## config.mk

```make
export PLATFORM = sky130hd
export DESIGN_NAME = and4_stim_gen
export DESIGN_NICKNAME = d
export VERILOG_FILES = /design/src/rtl/and4_stim_gen.sv
export SDC_FILE = /design/constraint.sdc
export NUM_CORES = 1
export LEC_CHECK = 0
export BUFFER_PORTS_ARGS = -buffer_cell sky130_fd_sc_hd__buf_2
export CORE_ASPECT_RATIO = 0.9
export CORE_UTILIZATION = 52
export DETAILED_ROUTE_END_ITERATION = 8
export PLACE_DENSITY = 0.8
export SLEW_MARGIN = 25
export SYNTH_ARGS = -nofsm -noshare
export SYNTH_HDL_FRONTEND = slang
export SYNTH_SLANG_ARGS = --single-unit
```

## constraint.sdc

```tcl
create_clock -name CLK -period 3.15 [get_ports CLK]
set_input_delay 0.63 -clock CLK [delete_from_list [all_inputs] [get_ports CLK]]
set_output_delay 0.63 -clock CLK [all_outputs]
set_load 0.01 [all_outputs]
```

## src/rtl/and4_stim_gen.sv

```systemverilog
// and4_stim_gen: stimulus generator for a downstream 4-input AND cell.
// It drives {IN4,IN3,IN2,IN1} with one of four vector patterns for NCYC cycles,
// then pulses DONE for one cycle.
// Optional feature macro: AND4_STIM_CHECK_EN. When it is defined, Q is compared
// against the AND of the previously driven vector and mismatches are counted
// in ERR_CNT. When it is undefined, Q is ignored and ERR_CNT is tied to zero.
// The internal FSM state leads the registered outputs by one cycle. FIN in the
// state register therefore shows up as the DONE pulse one edge later.
module and4_stim_gen #(
    parameter logic [15:0] LFSR_SEED = 16'hACE1,
    parameter logic [3:0]  IDLE_VAL  = 4'b0000
) (
    input  logic        CLK,
    input  logic        RSTB,
    input  logic        START,
    input  logic [1:0]  MODE,
    input  logic [15:0] NCYC,
    input  logic        Q,
    output logic        IN1,
    output logic        IN2,
    output logic        IN3,
    output logic        IN4,
    output logic        BUSY,
    output logic        DONE,
    output logic [7:0]  ERR_CNT
);

    localparam logic [1:0] ST_IDLE = 2'd0;
    localparam logic [1:0] ST_RUN  = 2'd1;
    localparam logic [1:0] ST_FIN  = 2'd2;

    // An all-zero LFSR would lock up, so a zero seed falls back to the default.
    localparam logic [15:0] SEED_EFF = (LFSR_SEED == 16'h0000) ? 16'hACE1 : LFSR_SEED;

    // Fibonacci LFSR, taps 16,14,13,11, shifting toward bit 0.
    function automatic logic [15:0] lfsr_next(input logic [15:0] l);
        logic fb;
        fb = l[0] ^ l[2] ^ l[3] ^ l[5];
        return {fb, l[15:1]};
    endfunction

    // Vector for index k in the selected mode. Only the low bits of k and the
    // LFSR state matter.
    function automatic logic [3:0] pattern(input logic [1:0] m, input logic [3:0] k,
                                           input logic [3:0] rnd);
        logic [3:0] v;
        case (m)
            2'd0:    v = k;
            2'd1:    v = rnd;
            2'd2:    v = k[0] ? (4'hF & ~(4'b0001 << k[2:1])) : 4'hF;
            2'd3:    v = 4'hF;
            default: v = 4'hF;
        endcase
        return v;
    endfunction

    logic [1:0]  state_q, state_d;
    logic [1:0]  mode_q, mode_d;
    logic [15:0] ncyc_q, ncyc_d;
    logic [15:0] cnt_q, cnt_d;
    logic [15:0] lfsr_q, lfsr_d;
    logic [3:0]  vec_q, vec_d;
    logic        busy_q, busy_d;
    logic        done_q, done_d;
    logic        start_acc_s;

    // Next-state logic for the run sequencer and the registered cell inputs.
    always_comb begin
        state_d     = state_q;
        mode_d      = mode_q;
        ncyc_d      = ncyc_q;
        cnt_d       = cnt_q;
        lfsr_d      = lfsr_q;
        vec_d       = IDLE_VAL;
        busy_d      = 1'b0;
        done_d      = 1'b0;
        start_acc_s = 1'b0;
        case (state_q)
            ST_IDLE: begin
                if (START) begin
                    start_acc_s = 1'b1;
                    mode_d      = MODE;
                    ncyc_d      = NCYC;
                    cnt_d       = 16'd0;
                    lfsr_d      = SEED_EFF;
                    state_d     = (NCYC == 16'd0) ? ST_FIN : ST_RUN;
                end else begin
                    state_d = ST_IDLE;
                end
            end
            ST_RUN: begin
                vec_d  = pattern(mode_q, cnt_q[3:0], lfsr_q[3:0]);
                busy_d = 1'b1;
                lfsr_d = lfsr_next(lfsr_q);
                if (cnt_q == (ncyc_q - 16'd1)) begin
                    state_d = ST_FIN;
                    cnt_d   = 16'd0;
                end else begin
                    cnt_d = cnt_q + 16'd1;
                end
            end
            ST_FIN: begin
                done_d  = 1'b1;
                state_d = ST_IDLE;
            end
            default: begin
                state_d = ST_IDLE;
            end
        endcase
    end

    // Sequencer and output registers with synchronous active-low reset.
    always_ff @(posedge CLK) begin
        if (!RSTB) begin
            state_q <= ST_IDLE;
            mode_q  <= 2'd0;
            ncyc_q  <= 16'd0;
            cnt_q   <= 16'd0;
            lfsr_q  <= SEED_EFF;
            vec_q   <= IDLE_VAL;
            busy_q  <= 1'b0;
            done_q  <= 1'b0;
        end else begin
            state_q <= state_d;
            mode_q  <= mode_d;
            ncyc_q  <= ncyc_d;
            cnt_q   <= cnt_d;
            lfsr_q  <= lfsr_d;
            vec_q   <= vec_d;
            busy_q  <= busy_d;
            done_q  <= done_d;
        end
    end

    assign {IN4, IN3, IN2, IN1} = vec_q;
    assign BUSY = busy_q;
    assign DONE = done_q;

`ifdef AND4_STIM_CHECK_EN
    logic [7:0] err_q, err_d;

    // busy_q marks a cycle in which a vector was driven. Q at the closing edge
    // should therefore equal the AND of that vector.
    always_comb begin
        err_d = err_q;
        if (start_acc_s) begin
            err_d = 8'h00;
        end else if (busy_q && (Q != (&vec_q)) && (err_q != 8'hFF)) begin
            err_d = err_q + 8'h01;
        end else begin
            err_d = err_q;
        end
    end

    // Mismatch counter register; it is cleared by reset.
    always_ff @(posedge CLK) begin
        if (!RSTB) begin
            err_q <= 8'h00;
        end else begin
            err_q <= err_d;
        end
    end

    assign ERR_CNT = err_q;
`else
    // Without the check feature, Q has no load and the count stays zero.
    logic unused_q_s;
    logic unused_start_s;
    assign unused_q_s     = Q;
    assign unused_start_s = start_acc_s;
    assign ERR_CNT        = 8'h00;
`endif

endmodule

```

==> run metrics, run 1 <==
count leader, synth dfxtp_1; FF+latch count, synth 58; Core ar. 5690 um2; Worst Setup Path Type flip-flop to flip-flop; leading cell types by count after synthesis 58 x dfxtp_1, 55 x nand2_1, 20 x nor2_1; status finished, violations left; setup violators final 4; CP Capture Type flip-flop; DRC 0; total I/O pin count 36; final-layout fill cell count 489; # diodes 0; Total Power 1.98 mW; failing checks setup timing; WL final 7.05 mm; Final ANT Viol Nets 0; Min Hold Slack 464 ps; # placed instances 448; Synth async-reset ratio 0; Die ar. 6220 um2; pin count of the biggest net entering global routing 32; htree depth 3; internal reg-to-reg setup slack -20 ps; Achievable Freq 0.315 GHz; YS warnings 0; wire length per cell 15.2 um; total CTS buffers 9; GP Congestion 0.867; Synth cell types 52; Die Height 74.9 um; Worst Skew 7.04 ps; via count 2684; Critical Path AT 3410 ps; final worst-path setup slack -20.4 ps; hpwl dp 4.92 mm; share of cells above drive strength 1 0.201; Initial Util 0.540; Avg Cell Area, Syn 8.45 um2; Port Buf Inserts 26; relative slew slack 0.513; Syn Inst Count 364; initial antenna violation count 0; Max clock buf depth 2; Root Driver clkbuf_8; DRT Pass-1 Iters 4; Worst Hold Class flip-flop to flip-flop; max-slew violation count 0; PD cells 559 nW/um2; dpl ws 28.7 ps; Startpoint Class flip-flop; Final #Nets 414; sequential fraction of the synthesis area 0.378; CP max FO 6; synthesized area 3070 um2; vias in the first global route 2324; Crit path required time 3390 ps; Synth-to-Final Area Change 15.2%; Post-synth EDFFs 0; Top FF cell, synth dfxtp_1; post-synth top area cell dfxtp_1; vias per cell 5.78; leakage power 1.48 nW; Slew @ Worst Pin 724 ps; VDD IR-drop max 0.379 mV; Die W 83.1 um; clk_lat worst skew 350 ps; GRT Total Usage 0.228; Yosys top cell area share 0.378; Clock transition at path regs 70 ps; post-route minimum period 3170 ps; Max Cap Violations 0; synth top area cells dfxtp_1 38%, nand2_1 6.7%, a21boi_0 4.6%; Rows 26; final period utilization 1.01; First DRT Iteration DRCs 158; # clock sinks 58; total grt overflow 0; unrepaired setup endpoints after global routing true; first-pass GRT wire length 10.9 mm; TritonCTS clock tree done; Final Hold Viols 0; final cell count without fillers 464
==> metrics by stage <==
step | instance area (um2) | util | TNS, ps
finish | 3540 | 0.622 | -68.6
global route | 3540 | 0.622 | -881
CTS | 3490 | 0.613 | 0
detailed placement | 3250 | 0.570 | 0
global placement | 3250 | 0.570 | 0
floorplan | 3100 | - | -76.3
==> flip-flops by register name, indices dropped and copies added, names as in the netlist <==
name and flops:
cnt_q 16, lfsr_q 16, ncyc_q 16, vec_q 4, mode_q 2, state_q 2
BUSY 1, DONE 1
==> logic make-up after synthesis <==
family,after synthesis,share of synthesized area
compound gates,87,0.218
fa+ha+maj,2,0.00814
mux,3,0.0102
other cells,1,0.00122
buf+inv,41,0.0659
flops,58,0.378
xor+xnor,27,0.0769
simple gates,145,0.242
==> report_power, final <==
part | total [mW] | leakage [nW] | internal, mW | switching, mW
clock | 0.852 | 0.118 | 0.541 | 0.311
sequential | 0.803 | 0.474 | 0.769 | 0.0337
combinational | 0.324 | 0.887 | 0.142 | 0.182
total | 1.98 | 1.48 | 1.45 | 0.526
==> worst max-delay path, cell delays in order (launching register included) <==
cell and delay [ps]:
dfxtp_2 340, or4_4 540, or4_4 450, xnor2_2 150, o22a_1 220, or4_4 550
nor3_4 320, buf_6 180, nor4_2 50, a311o_1 270
==> metal layers <==
metal | part of all wire | global-route usage | routed length, um | vias up
met1 | 0.46 | 0.294 | 3280 | 1272
met2 | 0.47 | 0.364 | 3340 | 55
met3 | 0.044 | 0.0658 | 309 | 14
met5 | 0 | 0 | 0 | -
met4 | 0.017 | 0.0996 | 122 | 0
li1 | - | - | - | 1343
==> cell usage in the layout, fill, tap and decap left out, types with 7 or more instances in the layout <==
master	count
a21boi_0	19
a21o_1	7
buf_2	26
buf_4	12
clkbuf_8	10
conb_1	8
dfxtp_1	56
inv_1	9
nand2_1	55
nand3_1	13
nor2_1	20
nor3_1	7
nor4_1	13
o22a_1	7
o22ai_1	7
o31ai_1	10
xnor2_1	12
xor2_1	14
==> worst paths after layout <==
path               from         end  depth (start not counted)
max reg2reg   ncyc_q[0]    cnt_q[5]                          9
min          lfsr_q[13]  lfsr_q[12]                          1
max           ncyc_q[0]    cnt_q[5]                          9
min reg2reg  lfsr_q[13]  lfsr_q[12]                          1
==> layout make-up <==
type                            instances  area (um2)  area share
Clock buffer                           10         138      0.0389
Clock inverter                          5         103      0.0290
Inverter                                9        33.8     0.00954
Multi-Input combinational cell        272        1770       0.501
Sequential cell                        58        1160       0.329
Tap cell                               70        87.6      0.0247
Timing Repair Buffer                   40         243      0.0686
==> repair_timing <==
item                       CTS  global route
hold buffers                 0             0
setup endpoints to repair    0            11
resized for setup            0            11
buffers inserted             0             1
No activity file was read; power rests on OpenSTA's default activity.
==> run 2: changes to the inputs <==
--- a/config.mk
+++ b/config.mk
@@ -5,7 +5,7 @@
 export SDC_FILE = /design/constraint.sdc
 export NUM_CORES = 1
 export LEC_CHECK = 0
-export BUFFER_PORTS_ARGS = -buffer_cell sky130_fd_sc_hd__buf_2
+export BUFFER_PORTS_ARGS = -buffer_cell sky130_fd_sc_hd__buf_4
 export CORE_ASPECT_RATIO = 0.9
 export CORE_UTILIZATION = 52
 export DETAILED_ROUTE_END_ITERATION = 8
==> run 2 against run 1 <==
  * The run now ends clean
  * Maximum frequency is 3.3% higher
  * Critical path type unchanged
  * Core utilization hardly changed
  * Clock power is 18% lower
  * Highest routed layer unchanged
  * Global-route usage is 0.057 points lower
  * Non-clock buffer count stayed put
  * Total power is 7.5% lower
  * Clock-buffer cell count stayed put
==> run metrics, run 2 (synthesized netlist as in run 1, its figures left out) <==
commonest non-fill, non-tap cell in the layout dfxtp_1 (unchanged); Max clock buf depth 2 (unchanged); leakage power 1.46 nW (was 1.48 nW); Clock transition at path regs 70 ps (about the same); Worst Setup Path Type flip-flop to flip-flop (unchanged); initial antenna violation count 0 (unchanged); total I/O pin count 36 (unchanged); relative slew slack 0.507 (was 0.513); crit path buf inv count 1 (unchanged); sw frac 0.289 (was 0.266); Achievable Freq 0.326 GHz (was 0.315 GHz); Seq pwr share 0.438 (was 0.406); Synth-to-Final Area Change 15.2% (about the same); Post-CTS Hold Buffers 0 (unchanged); # clock sinks 58 (unchanged); first-pass GRT wire length 11.0 mm (was 10.9 mm); Rows 26 (unchanged); hpwl dp 4.87 mm (was 4.92 mm); status finished clean (was finished, violations left); pin count of the biggest net entering global routing 32 (unchanged); CP max stage delay 550 ps (about the same); most frequent cells in the layout 58 x dfxtp_1, 55 x nand2_1, 39 x buf_4 (was 56 x dfxtp_1, 55 x nand2_1, 26 x buf_2); final period utilization 0.974 (was 1.01); Worst Hold Class flip-flop to flip-flop (unchanged); post-route minimum period 3070 ps (was 3170 ps); via count 2737 (was 2684); unrepaired setup endpoints after global routing true (unchanged); clk_lat worst skew 340 ps (was 350 ps); internal cell power 1.30 mW (was 1.45 mW); Final #Nets 414 (unchanged); Core ar. 5690 um2 (unchanged); htree depth 3 (unchanged); # diodes 0 (unchanged); First DRT Iteration DRCs 124 (was 158); CP most frequent cell or4_4 (unchanged); CP max stage cell or4_4 (unchanged); Die Height 74.9 um (unchanged); CP max FO 9 (was 6); CP delay by family, top simple AND/OR/NAND/NOR gates (unchanged); Max Cap Violations 0 (unchanged); vias in the first global route 2396 (was 2324); Util after Layout 0.622 (about the same); Startpoint Class flip-flop (unchanged); VDD IR-drop max 0.377 mV (was 0.379 mV); total grt overflow 0 (unchanged); Die ar. 6220 um2 (unchanged); Critical Path AT 3290 ps (was 3410 ps); combinational power share 0.179 (was 0.164); wire length per cell 14.6 um (was 15.2 um); top flop regs cnt_q x16, lfsr_q x16, ncyc_q x16 (unchanged); DRC 0 (unchanged); GP Congestion 0.886 (was 0.867); max-slew violation count 0 (unchanged); vias per cell 5.89 (was 5.78); TritonCTS clock tree done (unchanged); share of cells above drive strength 1 0.192 (was 0.201); DRT Pass-1 Iters 4 (unchanged); total CTS buffers 9 (unchanged); setup violators final 0 (was 4); # placed instances 448 (unchanged); critical-path cell list or4_4, or4_4, xnor2_1, o22a_1, or4_4, nor3_4, buf_6, nor4_1, a311o_1 (was or4_4, or4_4, xnor2_2, o22a_1, or4_4, nor3_4, buf_6, nor4_2, a311o_1); Worst Skew 8.73 ps (was 7.04 ps); Port Buf Inserts 26 (unchanged); sw power 0.528 mW (was 0.526 mW); Die W 83.1 um (unchanged); final cell count without fillers 465 (was 464); PD cells 517 nW/um2 (was 559 nW/um2); clock share of power 0.383 (was 0.431); Final Hold Viols 0 (unchanged); final-layout fill cell count 501 (was 489); WL final 6.78 mm (was 7.05 mm); Initial Util 0.540 (unchanged); GRT Total Usage 0.228 (about the same); Root Driver clkbuf_8 (unchanged); Slew @ Worst Pin 733 ps (was 724 ps); Crit path required time 3370 ps (was 3390 ps); Final ANT Viol Nets 0 (unchanged); CP Capture Type flip-flop (unchanged)
==> run 2: worst paths after layout <==
| check | to | cells after the start | slack [ps] | start |
|---|---|---|---|---|
| worst min register to register | lfsr_q[6] | 1 | 470 | lfsr_q[7] |
| worst max register to register | cnt_q[5] | 9 | 80 | ncyc_q[0] |
| worst max-delay path | cnt_q[5] | 9 | 80 | ncyc_q[0] |
| worst min-delay path | lfsr_q[6] | 1 | 470 | lfsr_q[7] |
==> run 2: metrics by stage <==
stage	setup WS, ps	area (um2)	total power [mW]	TNS (ps)	hold slack (ps)
2_1_floorplan	-38.6	3100	1.05	-76.3	437
3_3_place_gp	85.0	3310	1.13	0	446
3_5_place_dp	45.3	3310	1.13	0	460
4_1_cts	26.6	3520	1.84	0	475
5_1_grt	-12.2	3540	1.91	-15.0	492
6_report	81.7	3540	1.83	0	466
==> run 2: metal layers <==
metal  track usage  routed length [um]  up-vias
met5             0                   0        -
met4        0.0939                  48        0
met3        0.0647                 404        9
met2         0.362                3130       68
met1         0.296                3200     1313
li1              -                   -     1347
==> run 2: area by class of cell <==
class	count	area (um2)	area share
repair buffers	40	304	0.0858
flip-flops and latches	58	1160	0.328
inverters	9	33.8	0.00954
well taps	70	87.6	0.0247
clock inverters	6	66.3	0.0187
clock buffers	10	138	0.0389
multi-input cells	272	1750	0.495
==> run 2: worst reg2reg max path, stage by stage, from the launching register on <==
cell,delay (ps)
dfxtp_1,340
or4_4,550
or4_4,440
xnor2_1,140
o22a_1,220
or4_4,550
nor3_4,220
buf_6,180
nor4_1,50
a311o_1,270
==> run 2: timing repair <==
action	4_1_cts	5_1_grt
setup endpoints to repair	0	11
resized for setup	0	4
setup buffers	0	1
endpoints found under the hold margin	0	0
==> run 2: power groups by stage <==
stage                     Clock (mW)  Combinational, mW  Sequential [mW]
final                          0.701              0.328            0.801
after global routing           0.743              0.361            0.806
after CTS                      0.719              0.321            0.800
after detailed placement           0              0.318            0.817
after global placement             0              0.311            0.816
after floorplan                    0              0.240            0.807
